$ cat src/rtl/spi_pkg.sv
// Shared FSM encoding for the SPI transfer sequencer.
package spi_pkg;
  localparam int STATE_W = 3;
  localparam logic [STATE_W-1:0] IDLE  = 3'd0;
  localparam logic [STATE_W-1:0] LOAD  = 3'd1;
  localparam logic [STATE_W-1:0] LEAD  = 3'd2;
  localparam logic [STATE_W-1:0] SHIFT = 3'd3;
  localparam logic [STATE_W-1:0] TRAIL = 3'd4;
endpackage

$ cat src/rtl/spi_transfer_ctrl_if.sv
// Host-side command / tx / rx handshake bundle for the SPI sequencer.
interface spi_transfer_ctrl_if #(parameter int WordLen = 8);
  logic               start;
  logic [7:0]         num_words;
  logic [WordLen-1:0] tx_data;
  logic               tx_valid;
  logic               tx_ready;
  logic [WordLen-1:0] rx_data;
  logic               rx_valid;
  logic               busy;
  logic               done;

  modport master (output start, num_words, tx_data, tx_valid,
                  input  tx_ready, rx_data, rx_valid, busy, done);
  modport slave  (input  start, num_words, tx_data, tx_valid,
                  output tx_ready, rx_data, rx_valid, busy, done);
endinterface

$ cat src/rtl/sclk_edge_gen.sv
// SCLK divider: toggles sclk every ClkDiv cycles while enabled and flags the
// clk cycle on which each edge is registered so the FSM can act on it.
module sclk_edge_gen #(
  parameter int ClkDiv = 4
) (
  input  logic clk,
  input  logic rst,
  input  logic enable,
  output logic sclk,
  output logic rise_flg,
  output logic fall_flg
);
  localparam int DW = $clog2(ClkDiv + 1);

  logic [DW-1:0] div;
  logic          tick;

  assign tick     = enable && (div == DW'(ClkDiv - 1));
  assign rise_flg = tick && !sclk;
  assign fall_flg = tick && sclk;

  always_ff @(posedge clk or posedge rst) begin
    if (rst) begin
      div  <= '0;
      sclk <= 1'b0;
    end else if (!enable) begin
      div  <= '0;
      sclk <= 1'b0;
    end else if (tick) begin
      div  <= '0;
      sclk <= ~sclk;
    end else begin
      div  <= div + 1'b1;
    end
  end
endmodule

$ cat src/rtl/spi_transfer_ctrl.sv
// SPI mode-0 MSB-first burst sequencer: pulls tx words, drives cs_n/sclk/mosi,
// samples miso and returns each received word with a one-cycle valid.
module spi_transfer_ctrl
  import spi_pkg::*;
#(
  parameter int WordLen = 8,
  parameter int ClkDiv  = 4,
  parameter int CsSetup = 2,
  parameter int CsHold  = 2
) (
  input  logic                 clk,
  input  logic                 rst,
  spi_transfer_ctrl_if.slave   bus,
  output logic                 sclk,
  output logic                 mosi,
  input  logic                 miso,
  output logic                 cs_n
);
  localparam int BW = $clog2(WordLen + 1);
  localparam int CW = $clog2(((CsSetup > CsHold) ? CsSetup : CsHold) + 1);

  logic [STATE_W-1:0] state;
  logic [WordLen-1:0] sh;
  logic [BW-1:0]      bit_cnt;
  logic [CW-1:0]      cnt;
  logic [7:0]         words_left;
  logic               first;
  logic               shift_en;
  logic               rise_flg;
  logic               fall_flg;

  assign shift_en = (state == SHIFT);

  sclk_edge_gen #(.ClkDiv(ClkDiv)) u_sclk (
    .clk      (clk),
    .rst      (rst),
    .enable   (shift_en),
    .sclk     (sclk),
    .rise_flg (rise_flg),
    .fall_flg (fall_flg)
  );

  always_ff @(posedge clk or posedge rst) begin
    if (rst) begin
      state        <= IDLE;
      sh           <= '0;
      bit_cnt      <= '0;
      cnt          <= '0;
      words_left   <= '0;
      first        <= 1'b0;
      mosi         <= 1'b0;
      cs_n         <= 1'b1;
      bus.tx_ready <= 1'b0;
      bus.rx_data  <= '0;
      bus.rx_valid <= 1'b0;
      bus.busy     <= 1'b0;
      bus.done     <= 1'b0;
    end else begin
      bus.tx_ready <= 1'b0;
      bus.rx_valid <= 1'b0;
      bus.done     <= 1'b0;
      case (state)
        IDLE: begin
          if (bus.start) begin
            if (bus.num_words != 8'd0) begin
              words_left <= bus.num_words;
              first      <= 1'b1;
              bus.busy   <= 1'b1;
              state      <= LOAD;
            end else begin
              bus.done   <= 1'b1;
            end
          end
        end
        LOAD: begin
          // cs_n stays asserted across inter-word stalls
          if (bus.tx_valid) begin
            bus.tx_ready <= 1'b1;
            sh           <= bus.tx_data;
            mosi         <= bus.tx_data[WordLen-1];
            cs_n         <= 1'b0;
            first        <= 1'b0;
            cnt          <= '0;
            bit_cnt      <= '0;
            state        <= first ? LEAD : SHIFT;
          end
        end
        LEAD: begin
          if (cnt == CW'(CsSetup - 1)) begin
            cnt   <= '0;
            state <= SHIFT;
          end else begin
            cnt   <= cnt + 1'b1;
          end
        end
        SHIFT: begin
          if (rise_flg) begin
            sh      <= {sh[WordLen-2:0], miso};
            bit_cnt <= bit_cnt + 1'b1;
          end else if (fall_flg) begin
            if (bit_cnt < BW'(WordLen)) begin
              mosi <= sh[WordLen-1];
            end else begin
              bus.rx_data  <= sh;
              bus.rx_valid <= 1'b1;
              bit_cnt      <= '0;
              cnt          <= '0;
              words_left   <= words_left - 8'd1;
              state        <= (words_left == 8'd1) ? TRAIL : LOAD;
            end
          end
        end
        TRAIL: begin
          if (cnt == CW'(CsHold - 1)) begin
            cnt      <= '0;
            cs_n     <= 1'b1;
            bus.done <= 1'b1;
            bus.busy <= 1'b0;
            state    <= IDLE;
          end else begin
            cnt      <= cnt + 1'b1;
          end
        end
        default: state <= IDLE;
      endcase
    end
  end
endmodule

$ cat src/flat_wrapper.sv
// flat-port wrapper written by rule: the top's interface ports become plain ports
module spi_transfer_ctrl_flat import spi_pkg::*;
#(
  parameter int WordLen = 8,
  parameter int ClkDiv  = 4,
  parameter int CsSetup = 2,
  parameter int CsHold  = 2
)
  (clk, rst, sclk, mosi, miso, cs_n, bus_start, bus_num_words, bus_tx_data, bus_tx_valid, bus_tx_ready, bus_rx_data, bus_rx_valid, bus_busy, bus_done);
  spi_transfer_ctrl_if #(.WordLen(WordLen)) bus_i ();
  input  logic clk;
  input  logic rst;
  output logic sclk;
  output logic mosi;
  input  logic miso;
  output logic cs_n;
  input wire logic [$bits(bus_i.start)-1:0] bus_start;
  input wire logic [$bits(bus_i.num_words)-1:0] bus_num_words;
  input wire logic [$bits(bus_i.tx_data)-1:0] bus_tx_data;
  input wire logic [$bits(bus_i.tx_valid)-1:0] bus_tx_valid;
  output wire logic [$bits(bus_i.tx_ready)-1:0] bus_tx_ready;
  output wire logic [$bits(bus_i.rx_data)-1:0] bus_rx_data;
  output wire logic [$bits(bus_i.rx_valid)-1:0] bus_rx_valid;
  output wire logic [$bits(bus_i.busy)-1:0] bus_busy;
  output wire logic [$bits(bus_i.done)-1:0] bus_done;
  assign bus_i.start = bus_start;
  assign bus_i.num_words = bus_num_words;
  assign bus_i.tx_data = bus_tx_data;
  assign bus_i.tx_valid = bus_tx_valid;
  assign bus_tx_ready = bus_i.tx_ready;
  assign bus_rx_data = bus_i.rx_data;
  assign bus_rx_valid = bus_i.rx_valid;
  assign bus_busy = bus_i.busy;
  assign bus_done = bus_i.done;
  spi_transfer_ctrl #(.WordLen(WordLen), .ClkDiv(ClkDiv), .CsSetup(CsSetup), .CsHold(CsHold)) u_core (.clk(clk), .rst(rst), .bus(bus_i), .sclk(sclk), .mosi(mosi), .miso(miso), .cs_n(cs_n));
endmodule
$ cat config.mk
export PLATFORM = sky130hd
export DESIGN_NAME = spi_transfer_ctrl_flat
export DESIGN_NICKNAME = d
export VERILOG_FILES = /design/src/rtl/spi_pkg.sv /design/src/rtl/spi_transfer_ctrl_if.sv /design/src/rtl/sclk_edge_gen.sv /design/src/rtl/spi_transfer_ctrl.sv /design/src/flat_wrapper.sv
export SDC_FILE = /design/constraint.sdc
export NUM_CORES = 1
export LEC_CHECK = 0
export ABC_AREA = 1
export CORE_MARGIN = 8
export CORE_UTILIZATION = 53
export DETAILED_ROUTE_END_ITERATION = 7
export GPL_TIMING_DRIVEN = 0
export HOLD_SLACK_MARGIN = 0.03
export PLACE_DENSITY_LB_ADDON = 0.25
export SLEW_MARGIN = 40
export SYNTH_ARGS = -nofsm -noshare
export SYNTH_HDL_FRONTEND = slang
export SYNTH_SLANG_ARGS = --single-unit
$ cat constraint.sdc
create_clock -name clk -period 1.6 [get_ports clk]
set_input_delay 0.32 -clock clk [delete_from_list [all_inputs] [get_ports clk]]
set_output_delay 0.32 -clock clk [all_outputs]
set_load 0.01 [all_outputs]
==> impl_metrics.py <==
metrics = {
    "global_route": {
        "gr-usage-met2_pct": 28.4,
        "met3_usage_pct": 4.33,
        "grt_overflow": 0,
        "busiest_layer": "met2",
        "grt_usage_pct": 17.2,
        "antenna_found_initial": 0,
        "grt_util_met1_pct": 21.0,
        "grt_pass1_wl_mm": 9.06,
        "grt_pass1_vias": 1999,
        "grt_max_degree": 45,
    },
    "hold_path": {
        "hold_path_class": "input port to async pin",
    },
    "pwr": {
        "power_density_nw_per_um2": 1930,
        "leakagePower_nw": 1.50,
        "ir_worst_vdd_mv": 1.05,
        "total_power_mw": 5.66,
    },
    "placed_design": {
        "dp_slack_ns": -0.268,
        "port_buffers": 35,
        "gp_congestion": 0.915,
        "dp_hpwl_mm": 4.03,
    },
    "sta": {
        "rsz0062_at_grt": "true",
        "fin_skew_ns": 0.00834,
        "report.final.slew_viol_count": 0,
        "fin_crit_ns": 1.56,
        "slew_headroom_pct": 64.8,
        "period_share_pct": 97.3,
        "finalSetupTns_ns": 0,
        "setup-violations-final": 0,
        "hold_viol_final": 0,
        "worst_pin_slew_ns": 0.528,
        "clock.fmax_mhz": 642,
        "setup_slack_ns": 0.0431,
    },
    "synth": {
        "syn_nets": 341,
        "syn_area_um2": 2330,
        "yosysSeqAreaShare_pct": 47.4,
        "avgSynthCellArea_um2": 7.36,
        "synth-edff-count": 0,
        "synth_cells": 316,
        "ys_seq_elements": 44,
        "yosys_warnings": 0,
        "yosysUniqueCellTypes": 26,
        "async_reset_ff_share_pct": 100,
        "ys.flop_type": "dfrtp_1",
    },
    "setup_path": {
        "startpoint": "u_core.state[0]",
        "path_max_fanout": 10,
        "cp_data_arrival_time_ns": 1.78,
        "max_stage_delay_ns": 0.47,
        "start_kind": "flop",
        "path_buf_inv": 1,
        "cpMostUsedCell": "nand2_1",
        "r2r_start": "u_core.state[0]",
        "slowest_stage": "dfrtp_2",
        "worstSetupPathType": "flop to flop",
        "crit_chain": "nand2_1 > nor2_4 > nand2_1 > nand2_4 > buf_4 > o211ai_1 > o21ai_1",
        "end_kind": "flop",
        "cp.required_ns": 1.82,
        "rrSetupSlack_ns": 0.04,
        "critical_path.top_delay_family": "simple AND/OR/NAND/NOR gates",
    },
    "status": {
        "outcome": "finished, final reports clean",
    },
    "run": {
        "maxCapViolations": 0,
    },
    "floorplanning": {
        "ios": 36,
        "die_height_um": 82.3,
        "design.core.area_um2": 4290,
        "die_area_um2": 6770,
        "die_w_um": 82.3,
        "start_util_pct": 54.2,
        "row_count": 24,
    },
    "drt": {
        "drt_pass1_iterations": 4,
        "wirelength_mm": 5.55,
        "drc": 0,
        "antenna_left": 0,
        "routedWlPerCell_um": 13.4,
        "vias": 2147,
        "drt_iter0_markers": 186,
        "avgViaCountPerCell": 5.20,
    },
    "finish": {
        "syn_to_final_growth_pct": 25.9,
        "fin_util_pct": 68.2,
        "drive_gt1_share_pct": 11.4,
        "multi_input_area_um2": 1080,
        "antenna_cells": 0,
        "num-fill-cells": 346,
        "final-seq-area_um2": 1110,
        "nNetsFinal": 385,
    },
    "cts": {
        "cts-root-buf": "clkbuf_8",
        "cts_tree": "done",
        "clk_latency_ns": 0.30,
        "cts_inserted_buffers": 5,
        "htreeDepth": 2,
        "clk_pin_slew_ns": 0.08,
        "max-clock-path-buffers": 2,
        "cts_hold_buf": 0,
        "numClockSinks": 44,
    },
}
## area by class of cell
cell class / count / area share, %
Tap cell: 52 / 2.22
Clock buffer: 6 / 2.48
Multi-Input combinational cell: 223 / 37.0
Clock inverter: 2 / 1.20
Sequential cell: 44 / 37.7
Timing Repair Buffer: 37 / 12.5
Inverter: 43 / 5.59
Buffer: 6 / 1.28
## routing by layer
layer | vias to the layer above | part of all wire [%] | wire (um)
met5 | - | 0 | 0
met4 | 0 | 1.9 | 108
met3 | 11 | 4.3 | 241
met2 | 49 | 49 | 2690
met1 | 1001 | 45 | 2510
li1 | 1086 | - | -
## Yosys cell counts (3+ instances only)
cell type  number  area, um^2
nand2_1       106         398
dfrtp_1        43        1080
inv_1          41         154
nor2_1         30         113
o21ai_0        20         100
nand3_1        19        95.1
o21ai_1        16        80.1
o211ai_1        6        45.0
ha_1            4        50.1
nand4_1         4        25.0
a21oi_1         3        15.0
clkbuf_1        3        11.3
nand2_2         3        18.8
## per-stage QoR
stage | instance area [um^2] | std cells | hold slack [ns]
2_1_floorplan | 2330 | 316 | 0.408
4_1_cts | 2860 | 412 | 0.443
5_1_grt | 2930 | 413 | 0.468
6_report | 2930 | 413 | 0.424
3_3_place_gp | 2740 | 403 | 0.423
3_5_place_dp | 2750 | 403 | 0.430
## power by group
group,switching [mW],total (mW),internal [mW]
combinational,1.84,2.96,1.13
clock,0.379,0.843,0.464
sequential,0.309,1.86,1.55
## timing repair
item / in CTS / in global routing
setup endpoints to repair: 13 / 36
pin swaps: 0 / 1
resized for setup: 4 / 20
setup buffers: 1 / 1
## state kept, by name, summed over array words and instances (netlist names)
register	count
u_core.cs_n	1
u_core.sh	8
u_core.u_sclk.sclk	1
u_core.words_left	8
u_core.bus.tx_ready	1
u_core.first	1
u_core.state	3
u_core.u_sclk.div	3
u_core.bus.busy	1
u_core.bus.done	1
u_core.bus.rx_valid	1
u_core.mosi	1
u_core.bus.rx_data	8
u_core.cnt	2
u_core.bit_cnt	4
## path summary, 6_finish.rpt
path / endpoint / cells after the start
max: u_core.sh[1] / 7
min reg2reg: u_core.u_sclk.div[0] / 1
min in group clk: u_core.u_sclk.div[0] / 1
min: u_core.sh[0] / 2
max in group asynchronous: u_core.state[0] / 2
max reg2reg: u_core.sh[1] / 7
## logic make-up (layout without fill, tap and decap cells)
| kind of cell | Yosys count | count (layout) | synth area share (%) |
|---|---|---|---|
| AND/OR/NAND/NOR | 171 | 171 | 30.8 |
| flip-flops | 44 | 44 | 47.4 |
| XOR/XNOR | 1 | 1 | 0.376 |
| buffers and inverters | 49 | 94 | 8.44 |
| adder cells (fa/ha/maj) | 4 | 4 | 2.15 |
| AO/OA/AOI/OAI | 47 | 47 | 10.9 |
## placed cells by master (no fill, tap or decap), types with 2 or more instances in the layout
cell             instances
nand3_1                 18
buf_2                    2
nand4_1                  4
inv_2                    2
inv_1                   40
clkbuf_1                 2
o21ai_1                 16
dfrtp_1                 40
ha_1                     4
nor2_4                   4
dfrtp_2                  3
o21ai_0                 20
nor3_1                   2
or2_2                    2
clkdlybuf4s50_1         33
nand3_2                  2
buf_4                    3
nor2_1                  24
nand2_2                  5
nor2_2                   5
nand2_1                103
o211ai_1                 6
clkbuf_8                 5
a21oi_1                  3
Note: power is estimated with default switching activity, not from simulation.
